<file path="src/rtl/seg_pkg.sv">
// Shared constants and the BCD-to-segment lookup for the seven-segment display driver.
package seg_pkg;

   localparam int NUM_DIGITS   = 8;
   localparam int GROUP_DIGITS = 4;

   localparam logic [7:0] SEG_0     = 8'h3F;
   localparam logic [7:0] SEG_1     = 8'h06;
   localparam logic [7:0] SEG_2     = 8'h5B;
   localparam logic [7:0] SEG_3     = 8'h4F;
   localparam logic [7:0] SEG_4     = 8'h66;
   localparam logic [7:0] SEG_5     = 8'h6D;
   localparam logic [7:0] SEG_6     = 8'h7D;
   localparam logic [7:0] SEG_7     = 8'h07;
   localparam logic [7:0] SEG_8     = 8'h7F;
   localparam logic [7:0] SEG_9     = 8'h6F;
   localparam logic [7:0] SEG_BLANK = 8'h00;
   localparam logic [7:0] SEG_DP    = 8'h80;

   typedef enum logic [1:0] {
      IDLE,
      SHIFT,
      DONE
   } conv_state_e;

   function automatic logic [7:0] bcd_to_seg(input logic [3:0] nibble);
      logic [7:0] seg;
      case (nibble)
         4'd0:    seg = SEG_0;
         4'd1:    seg = SEG_1;
         4'd2:    seg = SEG_2;
         4'd3:    seg = SEG_3;
         4'd4:    seg = SEG_4;
         4'd5:    seg = SEG_5;
         4'd6:    seg = SEG_6;
         4'd7:    seg = SEG_7;
         4'd8:    seg = SEG_8;
         4'd9:    seg = SEG_9;
         default: seg = SEG_BLANK;
      endcase
      return seg;
   endfunction

endpackage

</file>
<file path="src/rtl/seg_display_driver_if.sv">
// Value load handshake and display pin bundle between the core and the display driver.
interface seg_display_driver_if;

   logic [31:0] value;
   logic        value_valid;
   logic        busy;
   logic [7:0]  seg_cs;
   logic [7:0]  seg_data_0;
   logic [7:0]  seg_data_1;

   modport master (
      output value,
      output value_valid,
      input  busy,
      input  seg_cs,
      input  seg_data_0,
      input  seg_data_1
   );

   modport slave (
      input  value,
      input  value_valid,
      output busy,
      output seg_cs,
      output seg_data_0,
      output seg_data_1
   );

endinterface

</file>
<file path="src/rtl/bin2bcd_seq.sv">
// Sequential double-dabble: 32 shift cycles turn a 32-bit binary value into 10 BCD digits.
module bin2bcd_seq
   import seg_pkg::*;
(
   input  logic        clk,
   input  logic        rst,
   input  logic        start,
   input  logic [31:0] bin_in,
   output logic        busy,
   output logic        done,
   output logic [39:0] bcd
);

   conv_state_e state_q, state_d;
   logic [31:0] bin_q, bin_d;
   logic [39:0] bcd_q, bcd_d;
   logic [4:0]  cnt_q, cnt_d;
   logic [39:0] adj;

   always_ff @(posedge clk) begin
      if (rst) begin
         state_q <= IDLE;
         bin_q   <= '0;
         bcd_q   <= '0;
         cnt_q   <= '0;
      end else begin
         state_q <= state_d;
         bin_q   <= bin_d;
         bcd_q   <= bcd_d;
         cnt_q   <= cnt_d;
      end
   end

   // DONE may restart directly so a queued value follows without an idle gap.
   always_comb begin
      state_d = state_q;
      bin_d   = bin_q;
      bcd_d   = bcd_q;
      cnt_d   = cnt_q;
      adj     = bcd_q;
      for (int i = 0; i < 10; i++) begin
         if (bcd_q[4*i +: 4] >= 4'd5) begin
            adj[4*i +: 4] = bcd_q[4*i +: 4] + 4'd3;
         end
      end
      case (state_q)
         IDLE: begin
            if (start) begin
               bin_d   = bin_in;
               bcd_d   = '0;
               cnt_d   = '0;
               state_d = SHIFT;
            end
         end
         SHIFT: begin
            {bcd_d, bin_d} = {adj[38:0], bin_q, 1'b0};
            cnt_d          = cnt_q + 5'd1;
            if (cnt_q == 5'd31) begin
               state_d = DONE;
            end
         end
         DONE: begin
            if (start) begin
               bin_d   = bin_in;
               bcd_d   = '0;
               cnt_d   = '0;
               state_d = SHIFT;
            end else begin
               state_d = IDLE;
            end
         end
         default: state_d = IDLE;
      endcase
   end

   assign busy = (state_q != IDLE);
   assign done = (state_q == DONE);
   assign bcd  = bcd_q;

endmodule

</file>
<file path="src/rtl/seg_display_driver.sv">
// Eight-digit seven-segment driver: BCD conversion, shadow digits and two-group scan.
// Define SEG_LZB_EN to blank leading zero digits.
module seg_display_driver
   import seg_pkg::*;
#(
   parameter int CLK_HZ  = 100_000_000,
   parameter int SCAN_HZ = 1000
) (
   input  logic                 sys_clk_in,
   input  logic                 sys_rst,
   seg_display_driver_if.slave  bus
);

   localparam int DWELL = CLK_HZ / SCAN_HZ;
   localparam int DW    = (DWELL > 1) ? $clog2(DWELL) : 1;

   logic        conv_start;
   logic        conv_busy;
   logic        conv_done;
   logic [31:0] conv_value;
   logic [39:0] conv_bcd;

   logic                    pending_q, pending_d;
   logic [31:0]             pending_val_q, pending_val_d;
   logic [4*NUM_DIGITS-1:0] shadow_q, shadow_d;
   logic                    ovf_q, ovf_d;
   logic [DW-1:0]           dwell_q, dwell_d;
   logic [1:0]              idx_q, idx_d;
   logic [7:0]              seg_cs_q, seg_cs_d;
   logic [7:0]              seg_data_0_q, seg_data_0_d;
   logic [7:0]              seg_data_1_q, seg_data_1_d;

   bin2bcd_seq u_bin2bcd (
      .clk    (sys_clk_in),
      .rst    (sys_rst),
      .start  (conv_start),
      .bin_in (conv_value),
      .busy   (conv_busy),
      .done   (conv_done),
      .bcd    (conv_bcd)
   );

   always_ff @(posedge sys_clk_in) begin
      if (sys_rst) begin
         pending_q     <= 1'b0;
         pending_val_q <= '0;
         shadow_q      <= '0;
         ovf_q         <= 1'b0;
         dwell_q       <= '0;
         idx_q         <= '0;
         seg_cs_q      <= '0;
         seg_data_0_q  <= '0;
         seg_data_1_q  <= '0;
      end else begin
         pending_q     <= pending_d;
         pending_val_q <= pending_val_d;
         shadow_q      <= shadow_d;
         ovf_q         <= ovf_d;
         dwell_q       <= dwell_d;
         idx_q         <= idx_d;
         seg_cs_q      <= seg_cs_d;
         seg_data_0_q  <= seg_data_0_d;
         seg_data_1_q  <= seg_data_1_d;
      end
   end

   // A strobe arriving during DONE is folded straight into the restart, newest value first.
   always_comb begin
      conv_start    = conv_done ? (pending_q | bus.value_valid) : (~conv_busy & bus.value_valid);
      conv_value    = bus.value_valid ? bus.value : pending_val_q;
      pending_d     = pending_q;
      pending_val_d = pending_val_q;
      if (conv_start) begin
         pending_d = 1'b0;
      end else if (bus.value_valid) begin
         pending_d     = 1'b1;
         pending_val_d = bus.value;
      end
      shadow_d = shadow_q;
      ovf_d    = ovf_q;
      if (conv_done) begin
         shadow_d = conv_bcd[4*NUM_DIGITS-1:0];
         ovf_d    = |conv_bcd[39:4*NUM_DIGITS];
      end
   end

   always_comb begin
      dwell_d = dwell_q + DW'(1);
      idx_d   = idx_q;
      if (dwell_q == DW'(DWELL - 1)) begin
         dwell_d = '0;
         idx_d   = (idx_q == 2'(GROUP_DIGITS - 1)) ? 2'd0 : idx_q + 2'd1;
      end
   end

`ifdef SEG_LZB_EN
   logic [NUM_DIGITS-1:0] blank;
   logic                  lead_zero;

   // A digit is blank only if it and every digit above it are zero; digit 0 always shows.
   always_comb begin
      blank     = '0;
      lead_zero = 1'b1;
      for (int i = NUM_DIGITS - 1; i > 0; i--) begin
         lead_zero = lead_zero & (shadow_q[4*i +: 4] == 4'd0);
         blank[i]  = lead_zero;
      end
   end
`endif

   always_comb begin
      seg_cs_d                = '0;
      seg_cs_d[{1'b0, idx_q}] = 1'b1;
      seg_cs_d[{1'b1, idx_q}] = 1'b1;
      seg_data_0_d = bcd_to_seg(shadow_q[{1'b0, idx_q, 2'b00} +: 4]);
      seg_data_1_d = bcd_to_seg(shadow_q[{1'b1, idx_q, 2'b00} +: 4]);
`ifdef SEG_LZB_EN
      if (blank[{1'b0, idx_q}]) begin
         seg_data_0_d = SEG_BLANK;
      end
      if (blank[{1'b1, idx_q}]) begin
         seg_data_1_d = SEG_BLANK;
      end
`endif
      if (ovf_q && (idx_q == 2'(GROUP_DIGITS - 1))) begin
         seg_data_1_d = seg_data_1_d | SEG_DP;
      end
   end

   assign bus.busy       = conv_busy;
   assign bus.seg_cs     = seg_cs_q;
   assign bus.seg_data_0 = seg_data_0_q;
   assign bus.seg_data_1 = seg_data_1_q;

endmodule

</file>
<file path="src/flat_wrapper.sv">
// flat-port wrapper written by rule: the top's interface ports become plain ports
module seg_display_driver_flat import seg_pkg::*;
#(
   parameter int CLK_HZ  = 100_000_000,
   parameter int SCAN_HZ = 1000
)
  (sys_clk_in, sys_rst, bus_value, bus_value_valid, bus_busy, bus_seg_cs, bus_seg_data_0, bus_seg_data_1);
  seg_display_driver_if bus_i ();
  input  logic sys_clk_in;
  input  logic sys_rst;
  input wire logic [$bits(bus_i.value)-1:0] bus_value;
  input wire logic [$bits(bus_i.value_valid)-1:0] bus_value_valid;
  output wire logic [$bits(bus_i.busy)-1:0] bus_busy;
  output wire logic [$bits(bus_i.seg_cs)-1:0] bus_seg_cs;
  output wire logic [$bits(bus_i.seg_data_0)-1:0] bus_seg_data_0;
  output wire logic [$bits(bus_i.seg_data_1)-1:0] bus_seg_data_1;
  assign bus_i.value = bus_value;
  assign bus_i.value_valid = bus_value_valid;
  assign bus_busy = bus_i.busy;
  assign bus_seg_cs = bus_i.seg_cs;
  assign bus_seg_data_0 = bus_i.seg_data_0;
  assign bus_seg_data_1 = bus_i.seg_data_1;
  seg_display_driver #(.CLK_HZ(CLK_HZ), .SCAN_HZ(SCAN_HZ)) u_core (.sys_clk_in(sys_clk_in), .sys_rst(sys_rst), .bus(bus_i));
endmodule
</file>
<file path="config.mk">
export PLATFORM = sky130hd
export DESIGN_NAME = seg_display_driver_flat
export DESIGN_NICKNAME = d
export VERILOG_FILES = /design/src/rtl/seg_pkg.sv /design/src/rtl/seg_display_driver_if.sv /design/src/rtl/bin2bcd_seq.sv /design/src/rtl/seg_display_driver.sv /design/src/flat_wrapper.sv
export SDC_FILE = /design/constraint.sdc
export NUM_CORES = 1
export LEC_CHECK = 0
export ABC_AREA = 1
export BUFFER_PORTS_ARGS = -buffer_cell sky130_fd_sc_hd__buf_2
export CAP_MARGIN = 5
export CORE_MARGIN = 4
export CORE_UTILIZATION = 50
export CTS_BUF_LIST = sky130_fd_sc_hd__clkbuf_4
export CTS_CLUSTER_SIZE = 12
export DETAILED_ROUTE_END_ITERATION = 7
export PLACE_DENSITY_LB_ADDON = 0.05
export RECOVER_POWER = 50
export SYNTH_ARGS = -nofsm -noshare
export SYNTH_HDL_FRONTEND = slang
export SYNTH_HIERARCHICAL = 1
export SYNTH_SLANG_ARGS = --single-unit
</file>
<file path="constraint.sdc">
create_clock -name sys_clk_in -period 4.61 [get_ports sys_clk_in]
set_input_delay 0.922 -clock sys_clk_in [delete_from_list [all_inputs] [get_ports sys_clk_in]]
set_output_delay 0.922 -clock sys_clk_in [all_outputs]
set_load 0.005 [all_outputs]
</file>
Yosys cells after proc, flatten, opt, wreduce, memory -nomap -nowiden
Memory sizes are Yosys's and may differ from the RTL's. A register that Yosys moved wholly into a read port is not among the register bits.
Index checks and enable logic that the tools add are counted.
- register bits: 188
- ROM bits: 224
- bits of input ports: 35
- output and inout bits: 25
- logic and storage cells: 96
- memories: 2
- memories (name ; depth ; bits a word ; read ports ; clocked after Yosys merged registers in ; wr ports ; line ; RTL):
    (no name shown) ; 16 ; 7 ; 1 ; 1 ; 0 ; seg_pkg.sv:28 ; case (nibble)
    (no name shown) ; 16 ; 7 ; 1 ; 0 ; 0 ; seg_pkg.sv:28 ;
- add/subtract/negate cells: 13
- magnitude comparators: 14
- equal/unequal tests: 8
- shift operators: 2
- muxes and demuxes: 28
- bitwise operators: 4
- reduce and logical (&&, ||, !) cells: 12
- operator list (kind ; count):
    $pmux W40 S2 ; 1
    $mux W32 ; 2
    $pmux W32 S2 ; 1
    $ge A4 B3 Y1 const B ; 10
    $mux W40 ; 1
    $add A4 B2 Y4 const B ; 9
    $mux W4 ; 9
    $shiftx A32 B5 Y4 ; 1
    $shiftx A32 B6 Y4 ; 1
    $add A17 B1 Y17 const B ; 1
    $eq A17 B17 Y1 const B ; 1
    $pmux W5 S2 ; 1
    $mux W8 ; 1
    $or A4 B8 Y8 ; 1
    $reduce_or A8 Y1 ; 1
    $mux W2 ; 3
    $pmux W2 S3 ; 1
    $reduce_or A2 Y1 ; 3
    $add A5 B1 Y5 const B ; 1
    $eq A5 B5 Y1 const B ; 1
    $mux W5 ; 1
    $demux W1 S2 ; 2
    $eq A2 B2 Y1 const B ; 2
    $lt A2 B4 Y1 const B ; 1
    other kinds (17) ; 25

Depth between registers and ports, before layout
Gate-level depths: netlist (run 1).
- depth after elaboration: 6
- mapped depth: 14
- mapped depth without buffers: 11

By module
Netlist (run 1), hierarchy kept.
- modules (own cells, without submodules) (module ; instances ; cells an instance ; area an instance (um2) ; seq. area each (um2)):
    seg_display_driver ; 1 ; 700 ; 4914.7 ; 2082.0
    bin2bcd_seq ; 1 ; 594 ; 4129.0 ; 1581.5

Worst setup path before layout (run 1)
OpenSTA, ideal clock, no wires.
- kind: in2reg
- start: input bus_value_valid
- end: register u_core.u_bin2bcd.bin_q[16]
- setup time: 125 ps
- data arrival time: 2095 ps
- data required time: 4485 ps
- path slack: 2390 ps
- stages: 11
- buffers on the path: 3
- cell sequence: buf_4 -> inv_2 -> nor2_2 -> o22ai_4 -> inv_2 -> buf_4 -> nand2_4 -> nand2_8 -> buf_4 -> o21ai_0 -> a31oi_1
- cells in the longest elaborated chain, start to end: 4
- elaborated cells between the ends (all ways): 8
- classes of those cells: eq/ne: 1; mux: 4; bitwise: 2; reduce/logical: 1
- ends and longest elaborated chain (item ; line ; RTL):
    start, declared ; flat_wrapper.sv:12 ; input wire logic [$bits(bus_i.value_valid)-1:0] bus_value_valid;
    $and A1 B1 Y1 or $or A1 B1 Y1 (tied branches) ; seg_display_driver.sv:69 ; conv_start = conv_done ? (pending_q | bus.value_valid) : (~conv_busy & bus.value_valid);
    $mux W1 * ; seg_display_driver.sv:69 ;
    named net u_core.conv_start ; seg_display_driver.sv:17 ; logic conv_start;
    $ne A2 B1 Y1 (no line) * ; n/a ;
    $reduce_and A2 Y1 (no line) * ; n/a ;
    end signal, assigned ; bin2bcd_seq.sv:28 ; bin_q <= bin_d;
    end, declared ; bin2bcd_seq.sv:15 ; logic [31:0] bin_q, bin_d;
The timed path passes the listed nets; every way through them passes the cells marked *. The select of a mux whose other input is x is not followed.
A chain may end at the register's enable or synchronous reset.

Final worst setup path (run 1)
- start: register u_core.u_bin2bcd.state_q[0]
- end: register u_core.u_bin2bcd.bcd_q[23] (netlist: u_core/u_bin2bcd/bcd[23])
- elaborated cells between the ends (all ways): 12
- classes of those cells: eq/ne: 3; mux: 2; bitwise: 2; reduce/logical: 5
- RTL lines (item ; line ; RTL):
    start, declared ; bin2bcd_seq.sv:14 ; conv_state_e state_q, state_d;
    start signal, assigned ; bin2bcd_seq.sv:27 ; state_q <= state_d;
    $eq A2 B2 Y1 * ; bin2bcd_seq.sv:77 ; assign done = (state_q == DONE);
    named net u_core.conv_done ; seg_display_driver.sv:19 ; logic conv_done;
    $reduce_or A2 Y1 (no line) or $mux W1 (tied branches) ; n/a ;
    $ne A2 B1 Y1 (no line) or $reduce_bool A2 Y1 (tied branches) ; n/a ;
    $reduce_and A2 Y1 (no line) ; n/a ;
    end signal, assigned ; bin2bcd_seq.sv:24 ; bcd_q <= '0;
    end signal, assigned ; bin2bcd_seq.sv:29 ; bcd_q <= bcd_d;
    end, declared ; bin2bcd_seq.sv:16 ; logic [39:0] bcd_q, bcd_d;
The timed path passes the listed nets; every way through them passes the cells marked *.

==> metrics.txt, run 1 <==
dpl cells=1516; NetSw=763.3 uW; Hold Vio Cnt, Final=0; layout cells sized above 1=8.788%; initial core utilization=51.57%; Synth Flop Type=dfxtp_1; Initial DRC Count=406; Leakage=0.004143 uW; Total Routing Usage GR=20.38%; Reg-to-Reg End=u_core/u_bin2bcd/bcd[23]; Worst Tran Pin Value=1443 ps; RR Startpoint=u_core/u_bin2bcd/state_q[0]; DR pass1 iterations=5; initial antenna violation count=1; clock root buffer master=clkbuf_4; clock share of power=30.5%; critical path arrival=4040 ps; Yosys reg bits=183; cell count after synthesis=1294; Final ANT Viol Nets=0; WL per Instance=13.33 um; clock skew=15.36 ps; outcome=completed; dpl ws=1125 ps; Reg power frac=59.0%; Hold WC Path Type=flop to flop; via count=8011; gpl congestion=0.8305; clock sink total=183; Yosys cell types=39; drt drc=0; CTS tree=yes; Tmin final=3584 ps; CTS Buf Count=17; drt total wl=20.63 mm; Post-synth ARST share=0%; die height=142.5 um; R2R setup slack=1030 ps; CTS resizes=0; clock tree buffer depth=2; max cap viols=0; setup violators final=0; YS warnings=13; Max H-tree Level=4; worst hold path endpoint=u_core/dwell_q[0]; crit-path max FO=73; DIE AREA=20300 um2; combinational power share=10.5%; worst setup path class=flop to flop; area growth from synthesis to final layout=5.160%; Post-synth EDFFs=0; worst skew pair latency=550 ps; count of input and output buffers=58; Setup TNS=0 ps; vias in the first global route=7290; final cycle utilization of the critical path=77.73%; Synthesized Nets=1368; CP startpoint=u_core/u_bin2bcd/state_q[0]; core area=17540 um2; CP Launch Type=flop; pwr/cell area=301.7 nW/um2; relative slew slack=3.793%; number of nets in the layout=1384; HPWL after detailed placement=13.20 mm; Core Rows=48; IO Count=60; Hold-fix buffers, CTS=0; setup bufs post-CTS=0; fmax=279.1 MHz; Reg clk slew, reported paths=140 ps; leading cell types in the layout, fill and taps excluded=nand2_1, nor2_1, dfxtp_1; non-filler instance count after layout=1547; Internal Power=2106 uW; Required @ worst endpoint=5070 ps; largest net degree at the start of global routing=74; Worst Hold Depth=1; CP Capture Type=flop; GRT overflow=0; Slew Limit Fails=0; r2r worst-path depth=11; drt via density=5.178; PnR worst setup slack=1026 ps; sequential share of the synthesized area=40.51%; Synth Area per Inst=6.989 um2; first-pass GRT wire length=34.24 mm; peak supply drop=0.2071 mV; unrepaired setup endpoints after global routing=no; Die X=142.5 um; Mapped Area=9044 um2; Hold Startpoint=u_core/dwell_q[0]; commonest non-fill, non-tap cell in the layout=nand2_1; sw frac=26.60%
==> per-stage QoR <==
stage	utilization, %	instance area [um2]	total power [uW]	hold slack [ps]
after floorplan	-	9044	1967	406.1
after CTS	54.43	9545	2912	466.1
final	54.23	9510	2870	455.4
after global placement	52.92	9280	2027	433.3
after detailed placement	52.92	9280	2034	438.3
after global routing	54.23	9510	3023	484.6
==> power groups by stage <==
stage / clock (uW) / combinational [uW] / sequential, uW
final: 874 / 303 / 1690
after CTS: 911 / 308 / 1690
after floorplan: 0 / 248 / 1720
after global placement: 0 / 300 / 1730
after detailed placement: 0 / 307 / 1730
after global routing: 971 / 349 / 1700
==> kinds of logic after synthesis <==
family | count (synthesis) | share of synthesized area [%]
adders and majority gates | 39 | 5.396
other | 1 | 0.04147
DFF | 183 | 40.51
xor gates and xnor gates | 7 | 0.6779
and+or+nand+nor | 674 | 31.31
AOI/OAI and AO/OA | 224 | 13.59
buffers and inverters | 166 | 8.481
==> critical path, cell delays in order, from the launching register on <==
cell and delay [ps]:
dfxtp_1 410, buf_4 380, nor2_1 90, buf_4 240, o22ai_1 180, buf_4 340
inv_1 590, nand2_4 320, nand2_8 270, inv_6 370, nand2_1 90, a21oi_1 150
==> metal layers <==
| layer | global-route usage, % | vias to the layer above | wire length [um] |
|---|---|---|---|
| met4 | 4.052 | 0 | 131 |
| met1 | 27.60 | 3637 | 10260 |
| met3 | 3.999 | 9 | 893 |
| met2 | 34.08 | 153 | 9337 |
| li1 | - | 4212 | - |
| met5 | 0 | - | 0 |
==> sequential cells by signal (all words and copies together), names as in the netlist, 4 cells and up <==
register                count
u_core/pending_val_q       32
u_core/u_bin2bcd/bin_q     32
u_core/bus.seg_data_1       8
u_core/bus.seg_cs           4
u_core/u_bin2bcd/cnt_q      5
u_core/dwell_q             17
u_core/shadow_q            32
u_core/bus.seg_data_0       7
u_core/u_bin2bcd/bcd       40
==> cell type report <==
cell class,instances,area (um2)
antenna,2,5.005
clock buffer,17,127.6
clock inverter,12,137.6
fill,1766,8026
inverter,97,371.6
multi-input combinational,945,4588
sequential,183,3664
tap,225,281.5
timing repair buffer,66,335.3
==> synth_stat cells (2+ instances only) <==
master    count  area, um2
nand3_1      60      300.3
dfxtp_1     183       3664
ha_1         39      488.0
o21ai_0     102      510.5
buf_4        19      142.6
inv_2        12      45.04
a31oi_1      32      200.2
nor3_1       12      60.06
nor2_2        4      25.02
a32oi_1       2      17.52
nand2_1     350       1314
buf_1         2      7.510
clkbuf_1     26      97.59
nand3b_1      4      30.03
nand2_2       9      56.30
a21oi_1      61      305.3
nor2_1      199      747.0
xor2_1        6      52.55
inv_1        83      311.6
buf_2        15      75.07
o211ai_1     12      90.09
nand2_4       3      33.78
nor3_2        2      20.02
nand3_4       3      52.55
nand4_1      25      156.4
o21ai_1      11      55.05
buf_6         6      67.56
==> worst max path at each step <==
stage	to	cells after the start
final	u_core/u_bin2bcd/bcd[23]	11
after floorplan	u_core/u_bin2bcd/bin_q[16]	11
after CTS	u_core/u_bin2bcd/bcd[23]	11
after global placement	u_core/u_bin2bcd/bcd[17]	11
after detailed placement	u_core/u_bin2bcd/bcd[23]	11
after global routing	u_core/u_bin2bcd/bcd[7]	11
Note: power is estimated with default switching activity, not from simulation.
==> run 2, diff against run 1 <==
--- a/config.mk
+++ b/config.mk
@@ -5,7 +5,7 @@
 export SDC_FILE = /design/constraint.sdc
 export NUM_CORES = 1
 export LEC_CHECK = 0
-export ABC_AREA = 1
+export ABC_AREA = 0
 export BUFFER_PORTS_ARGS = -buffer_cell sky130_fd_sc_hd__buf_2
 export CAP_MARGIN = 5
 export CORE_MARGIN = 4
==> constraint.sdc (replaced) <==
create_clock -name sys_clk_in -period 3.5 [get_ports sys_clk_in]
set_input_delay 0.7 -clock sys_clk_in [delete_from_list [all_inputs] [get_ports sys_clk_in]]
set_output_delay 0.7 -clock sys_clk_in [all_outputs]
set_load 0.005 [all_outputs]
==> run 2 against run 1 <==
Effect of this change: the run now ends with max-capacitance violations, max-slew violations left; total power rose by 24%; synthesized cell count fell by 33%; clock skew fell by 2.6 ps; critical path depth fell by 7; wire length fell by 20%; setup slack got worse by 200 ps; cell count fell by 27%; non-clock buffer count rose by 4; design area fell by 6.0%; largest cell class unchanged; highest routed layer unchanged.
==> metrics.txt, run 2 <==
Total Routing Usage GR=18.20% (was 20.38%); cell count after synthesis=861 (was 1294); critical-path cell list=buf_4 -> clkbuf_1 -> nand2b_1 -> nor2_1 (was buf_4 -> nor2_1 -> buf_4 -> o22ai_1 -> buf_4 -> inv_1 -> nand2_4 -> nand2_8 -> inv_6 -> nand2_1 -> a21oi_1); failing checks=max-capacitance violations, max-slew violations; critical path arrival=3100 ps (was 4040 ps); CTS tree=yes (unchanged); clock root buffer master=clkbuf_4 (unchanged); number of nets in the layout=968 (was 1384); worst hold slack=467.5 ps (was 455.4 ps); Reg-to-Reg End=u_core/u_bin2bcd/bcd[7] (was u_core/u_bin2bcd/bcd[23]); GRT overflow=0 (unchanged); die height=137.4 um (was 142.5 um); core area=16470 um2 (was 17540 um2); Worst path depth=4 (was 11); CP Launch Type=primary input (was flop); outcome=finished, violations left (was completed); CTS Buf Count=17 (unchanged); crit-path max FO=40 (was 73); Setup TNS=0 ps (unchanged); Reg clk slew, reported paths=140 ps (about the same); gpl congestion=0.7407 (was 0.8305); CP startpoint=sys_rst (was u_core/u_bin2bcd/state_q[0]); Final Util=54.27% (was 54.23%); Final ANT Viol Nets=0 (unchanged); HPWL after detailed placement=10.87 mm (was 13.20 mm); CP Capture Type=flop (unchanged); drt drc=0 (unchanged); Yosys cell types=46 (was 39); Leakage=0.003459 uW (was 0.004143 uW); Tmin final=2674 ps; commonest non-fill, non-tap cell in the layout=dfxtp_1 (was nand2_1); largest net degree at the start of global routing=49 (was 74); count of input and output buffers=58 (unchanged); DR pass1 iterations=4 (was 5); fin area=8936 um2 (was 9510 um2); YS warnings=13 (unchanged); Required @ worst endpoint=3930 ps (was 5070 ps); Post-synth ARST share=0% (unchanged); Worst Tran Pin Value=1820 ps (was 1443 ps); DIE AREA=18870 um2 (was 20300 um2); peak supply drop=0.2002 mV (was 0.2071 mV); unrepaired setup endpoints after global routing=no (unchanged); Die X=137.4 um (was 142.5 um); Synth Flop Type=dfxtp_1 (unchanged); r2r worst-path depth=10 (was 11); sequential share of the synthesized area=43.77% (was 40.51%); first-pass GRT wire length=27.88 mm (was 34.24 mm); pwr/cell area=399.8 nW/um2 (was 301.7 nW/um2); worst setup path endpoint=u_core/dwell_q[4] (was u_core/u_bin2bcd/bcd[23]); Post-synth EDFFs=0 (unchanged); initial core utilization=50.84% (was 51.57%); Synth top cells by count=dfxtp_1, nor2_1, mux2i_1 (was nand2_1, nor2_1, dfxtp_1); clock tree buffer depth=2 (unchanged); R2R setup slack=1170 ps (was 1030 ps); dpl cell area=8713 um2 (was 9280 um2); non-filler instance count after layout=1128 (was 1547); setup violators final=0 (unchanged); Largest register FFs=40 (unchanged); Yosys top cell area share=43.77% (was 40.51%); Core Rows=47 (was 48); max cap viols=1 (was 0); vias in the first global route=5947 (was 7290); Synth Area per Inst=9.722 um2 (was 6.989 um2); Hold Vio Cnt, Final=0 (unchanged); drt via density=5.430 (was 5.178); CP delay by family, top=buffers and inverters (unchanged); Hold-fix buffers, CTS=0 (unchanged); CTS resizes=0 (unchanged); RR Startpoint=u_core/u_bin2bcd/state_q[0] (unchanged); setup bufs post-CTS=0 (unchanged); Hold WC Path Type=flop to flop (unchanged); worst skew pair latency=550 ps (about the same); IO Count=60 (unchanged); leading cell types in the layout, fill and taps excluded=dfxtp_1, nor2_1, mux2i_1 (was nand2_1, nor2_1, dfxtp_1); Yosys reg bits=183 (unchanged); worst setup path class=primary input to flop (was flop to flop); relative slew slack=-21.36% (was 3.793%); area growth from synthesis to final layout=6.756% (was 5.160%); via count=6125 (was 8011); worst path bufs/invs=2 (was 5); initial antenna violation count=1 (unchanged); Synthesized Nets=935 (was 1368); layout cells sized above 1=15.33% (was 8.788%); Max H-tree Level=4 (unchanged); drt total wl=16.52 mm (was 20.63 mm); leading area contributor after synthesis=dfxtp_1 (unchanged); Synth area leaders=dfxtp_1, mux2i_1, ha_1 (was dfxtp_1, nand2_1, nor2_1); dpl cells=1094 (was 1516); count leader, synth=dfxtp_1 (was nand2_1); clock sink total=183 (unchanged); Slowest-stage cell, CP=clkbuf_1 (was inv_1); WL per Instance=14.64 um (was 13.33 um); final cycle utilization of the critical path=76.39%; Mapped Area=8371 um2 (was 9044 um2); fmax=374.0 MHz; Slew Limit Fails=41 (was 0); Initial DRC Count=325 (was 406); Crit path largest cell delay=1350 ps (was 590 ps); clock skew=12.75 ps (was 15.36 ps)
## run 2: cell count changes in the layout (fill, tap and decap cells not counted), sizes merged, moves of 21 or more
cell	delta
nand2	-324
nor2	-94
o21ai	-85
mux2i	+77
inv	-63
nand3	-48
a22oi	+35
mux2	+34
a31oi	-30
a22o	+29
nand4	-21
## run 2: where the power goes
group	leakage [uW]	internal, uW	switching (uW)	total, uW
Sequential	0.00149	2150	32.2	2180
Combinational	0.00184	137	210	347
Clock	0.000128	361	685	1050
Total	0.00346	2640	928	3570
## run 2: worst min-delay path, cell delays in order (launching register included)
cell     delay [ps]
dfxtp_1         340
nand2_1          50
a21oi_1          50
## run 2: layout make-up
type                    count  area, um2
fillers                  1520       7530
repair buffers             70      382.9
multi-input cells         588       4248
well taps                 220      275.3
diodes                      1      2.502
clock buffers              20      150.1
flip-flops and latches    183       3664
clock inverters            12      86.33
inverters                  34      127.6
## run 2: stage by stage
| stage | setup WS [ps] | total power [uW] |
|---|---|---|
| final | 826.2 | 3572 |
| after global routing | 598.6 | 3739 |
| after CTS | 1109 | 3618 |
| after detailed placement | 820.9 | 2571 |
| after global placement | 877.1 | 2559 |
| after floorplan | 1031 | 2496 |
## run 2: metal layers
metal	up-vias	part of all wire, %	global-route usage [%]
met5	-	0	0
met4	0	0.99	5.987
met3	13	3.9	3.543
met2	116	47	30.50
met1	2928	48	23.57
li1	3068	-	-
## run 2: cells by family after synthesis
logic type / count (synthesis) / synth area share (%)
DFF: 183 / 43.77
AOI/OAI and AO/OA: 166 / 12.45
adders and majority gates: 39 / 5.830
muxes: 119 / 15.93
other: 1 / 0.04480
and+or+nand+nor: 232 / 13.29
xor gates and xnor gates: 31 / 3.244
buffers and inverters: 90 / 5.441
## run 2: worst min path at each step
stage / end / slack, ps / cells after the start / from
2_1_floorplan: u_core/dwell_q[0] / 430 / 1 / u_core/dwell_q[0]
3_3_place_gp: u_core/dwell_q[0] / 440 / 1 / u_core/dwell_q[0]
3_5_place_dp: u_core/u_bin2bcd/bin_q[20] / 450 / 2 / u_core/u_bin2bcd/bin_q[20]
4_1_cts: u_core/u_bin2bcd/bin_q[20] / 470 / 2 / u_core/u_bin2bcd/bin_q[20]
5_1_grt: u_core/u_bin2bcd/bin_q[9] / 490 / 2 / u_core/u_bin2bcd/bin_q[9]
6_report: u_core/u_bin2bcd/bin_q[22] / 470 / 2 / u_core/u_bin2bcd/bin_q[22]
==> run 3, diff against run 2 <==
==> constraint.sdc (replaced) <==
create_clock -name sys_clk_in -period 2.6 [get_ports sys_clk_in]
set_input_delay 0.52 -clock sys_clk_in [delete_from_list [all_inputs] [get_ports sys_clk_in]]
set_output_delay 0.52 -clock sys_clk_in [all_outputs]
set_load 0.005 [all_outputs]
==> run 3 against run 2 <==
Effect of this change: the flow now finishes without violations; non-clock buffer count increased by 2; clock-buffer cell count decreased by 2; clock power increased by 63%; hold slack got worse by 170 ps; sequential power increased by 34%; wire length decreased by 0.78%; setup slack got worse by 340 ps; first-iteration DRC count increased by 0.92%; utilization increased by 0.44 points; sequential share of layout area decreased by 0.33 points; die area unchanged; combinational power increased by 32%; largest power group unchanged.
==> metrics.txt, run 3 (synthesis results as in run 2) <==
outcome=completed (was finished, violations left); Die X=137.4 um (unchanged); Hold WC Path Type=primary input to flop (was flop to flop); Reg clk slew, reported paths=140 ps (about the same); setup bufs post-CTS=0 (unchanged); IO Count=60 (unchanged); Tmin final=2112 ps; Crit path largest cell delay=420 ps (was 1350 ps); RR Startpoint=u_core/u_bin2bcd/state_q[0] (unchanged); clock skew=17.36 ps (was 12.75 ps); CP Capture Type=flop (unchanged); CP Launch Type=flop (was primary input); layout cells sized above 1=15.62% (was 15.33%); drt via density=5.430 (about the same); GRT Max-Usage Layer=met2 (unchanged); fmax=473.5 MHz; relative slew slack=21.70% (was -21.36%); crit-path max FO=14 (was 40); met1 usage=22.75% (was 23.57%); Worst Hold Depth=2 (unchanged); Setup TNS=0 ps (unchanged); GRT overflow=0 (unchanged); CP startpoint=u_core/u_bin2bcd/state_q[0] (was sys_rst); setup violators final=0 (unchanged); critical path arrival=2560 ps (was 3100 ps); Largest register FFs=40 (unchanged); commonest non-fill, non-tap cell in the layout=dfxtp_1 (unchanged); critical path's most frequent cell=inv_1; r2r worst-path depth=8 (was 10); drt total wl=16.39 mm (was 16.52 mm); vias in the first global route=5885 (was 5947); CTS tree=yes (unchanged); Final Util=54.71% (was 54.27%); initial core utilization=50.84% (unchanged); first-pass GRT wire length=27.48 mm (was 27.88 mm); Hold Startpoint=sys_rst (was u_core/u_bin2bcd/bin_q[22]); Final ANT Viol Nets=0 (unchanged); number of nets in the layout=970 (was 968); clock tree buffer depth=2 (unchanged); die height=137.4 um (unchanged); DIE AREA=18870 um2 (unchanged); worst hold path endpoint=u_core/bus.seg_data_0[4] (was u_core/u_bin2bcd/bin_q[22]); pwr/cell area=566.1 nW/um2 (was 399.8 nW/um2); Total Routing Usage GR=17.80% (was 18.20%); drt drc=0 (unchanged); worst setup path class=flop to flop (was primary input to flop); Reg-to-Reg End=u_core/u_bin2bcd/bcd[22] (was u_core/u_bin2bcd/bcd[7]); CP delay by family, top=simple AND/OR/NAND/NOR gates (was buffers and inverters); WL per Instance=14.50 um (was 14.64 um); worst skew pair latency=550 ps (about the same); max cap viols=0 (was 1); initial antenna violation count=1 (unchanged); CTS resizes=0 (unchanged); Worst Tran Pin Value=1175 ps (was 1820 ps); count of input and output buffers=58 (unchanged); Hold-fix buffers, CTS=0 (unchanged); Slowest-stage cell, CP=nor2b_1 (was clkbuf_1); Initial DRC Count=328 (was 325); Leakage=0.003492 uW (was 0.003459 uW); via count=6136 (was 6125); unrepaired setup endpoints after global routing=no (unchanged); gpl congestion=0.7524 (was 0.7407); DR pass1 iterations=5 (was 4); area growth from synthesis to final layout=7.623% (was 6.756%); clock sink total=183 (unchanged); final cycle utilization of the critical path=81.23%; core area=16470 um2 (unchanged); worst path bufs/invs=3 (was 2); CTS Buf Count=17 (unchanged); Required @ worst endpoint=3050 ps (was 3930 ps); met3 Use GR=3.543% (unchanged); clock root buffer master=clkbuf_4 (unchanged); Max H-tree Level=4 (unchanged); largest net degree at the start of global routing=91 (was 49); met2 GRT Util=30.07% (was 30.50%); Slew Limit Fails=0 (was 41); critical-path cell list=or2_2 -> inv_1 -> a21oi_1 -> inv_1 -> nor2b_1 -> nor3_1 -> clkbuf_2 -> a22o_1 (was buf_4 -> clkbuf_1 -> nand2b_1 -> nor2_1); HPWL after detailed placement=11.16 mm (was 10.87 mm); Hold Vio Cnt, Final=0 (unchanged); leading cell types in the layout, fill and taps excluded=dfxtp_1, nor2_1, mux2i_1 (unchanged); R2R setup slack=490 ps (was 1170 ps); Core Rows=47 (unchanged); peak supply drop=0.2921 mV (was 0.2002 mV)
==> run 3: worst register-to-register path: cells and delay by family, from the launching register on <==
kind	cells	cell delay [ps]
DFF	1	370
buffers and inverters	3	400
and+or+nand+nor	3	880
AOI/OAI and AO/OA	2	370
==> run 3: report_power, final <==
group,switching [uW],internal (uW)
logic,276,181
clock network,945,765
registers,42.7,2890
total,1260,3840
==> run 3: final cells by class <==
class / count / area (um2)
well taps: 220 / 275.3
clock inverters: 14 / 181.4
flip-flops and latches: 183 / 3664
multi-input cells: 588 / 4237
repair buffers: 72 / 386.6
diodes: 1 / 2.502
inverters: 34 / 127.6
fillers: 1555 / 7457
clock buffers: 18 / 135.1
==> run 3: how the worst max path moves through the flow <==
stage / to / slack (ps) / depth (start not counted)
after CTS: u_core/bus.seg_data_1[3] / 500 / 5
after global placement: u_core/u_bin2bcd/bcd[35] / 580 / 9
final: u_core/u_bin2bcd/bcd[22] / 490 / 8
after detailed placement: u_core/u_bin2bcd/bcd[15] / 470 / 9
after floorplan: u_core/u_bin2bcd/bcd[32] / 310 / 11
after global routing: u_core/u_bin2bcd/bcd[26] / 250 / 8
==> run 3: through the flow <==
| stage | power, uW | area [um2] | instances | worst slack (ps) | hold slack [ps] |
|---|---|---|---|---|---|
| global route | 5317 | 9009 | 1130 | 253.5 | 256.5 |
| global placement | 3446 | 8748 | 1097 | 575.0 | 442.7 |
| finish | 5100 | 9009 | 1130 | 488.0 | 294.5 |
| CTS | 5178 | 9065 | 1129 | 501.7 | 261.9 |
| floorplan | 3360 | 8371 | 861 | 311.1 | 428.8 |
| detailed placement | 3466 | 8748 | 1097 | 472.7 | 450.2 |
==> run 3: layer usage <==
layer  vias up  routed length, um
met5         -                  0
met4         0                191
met3        20                597
met2       103               7927
met1      2944               7671
li1       3069                  -
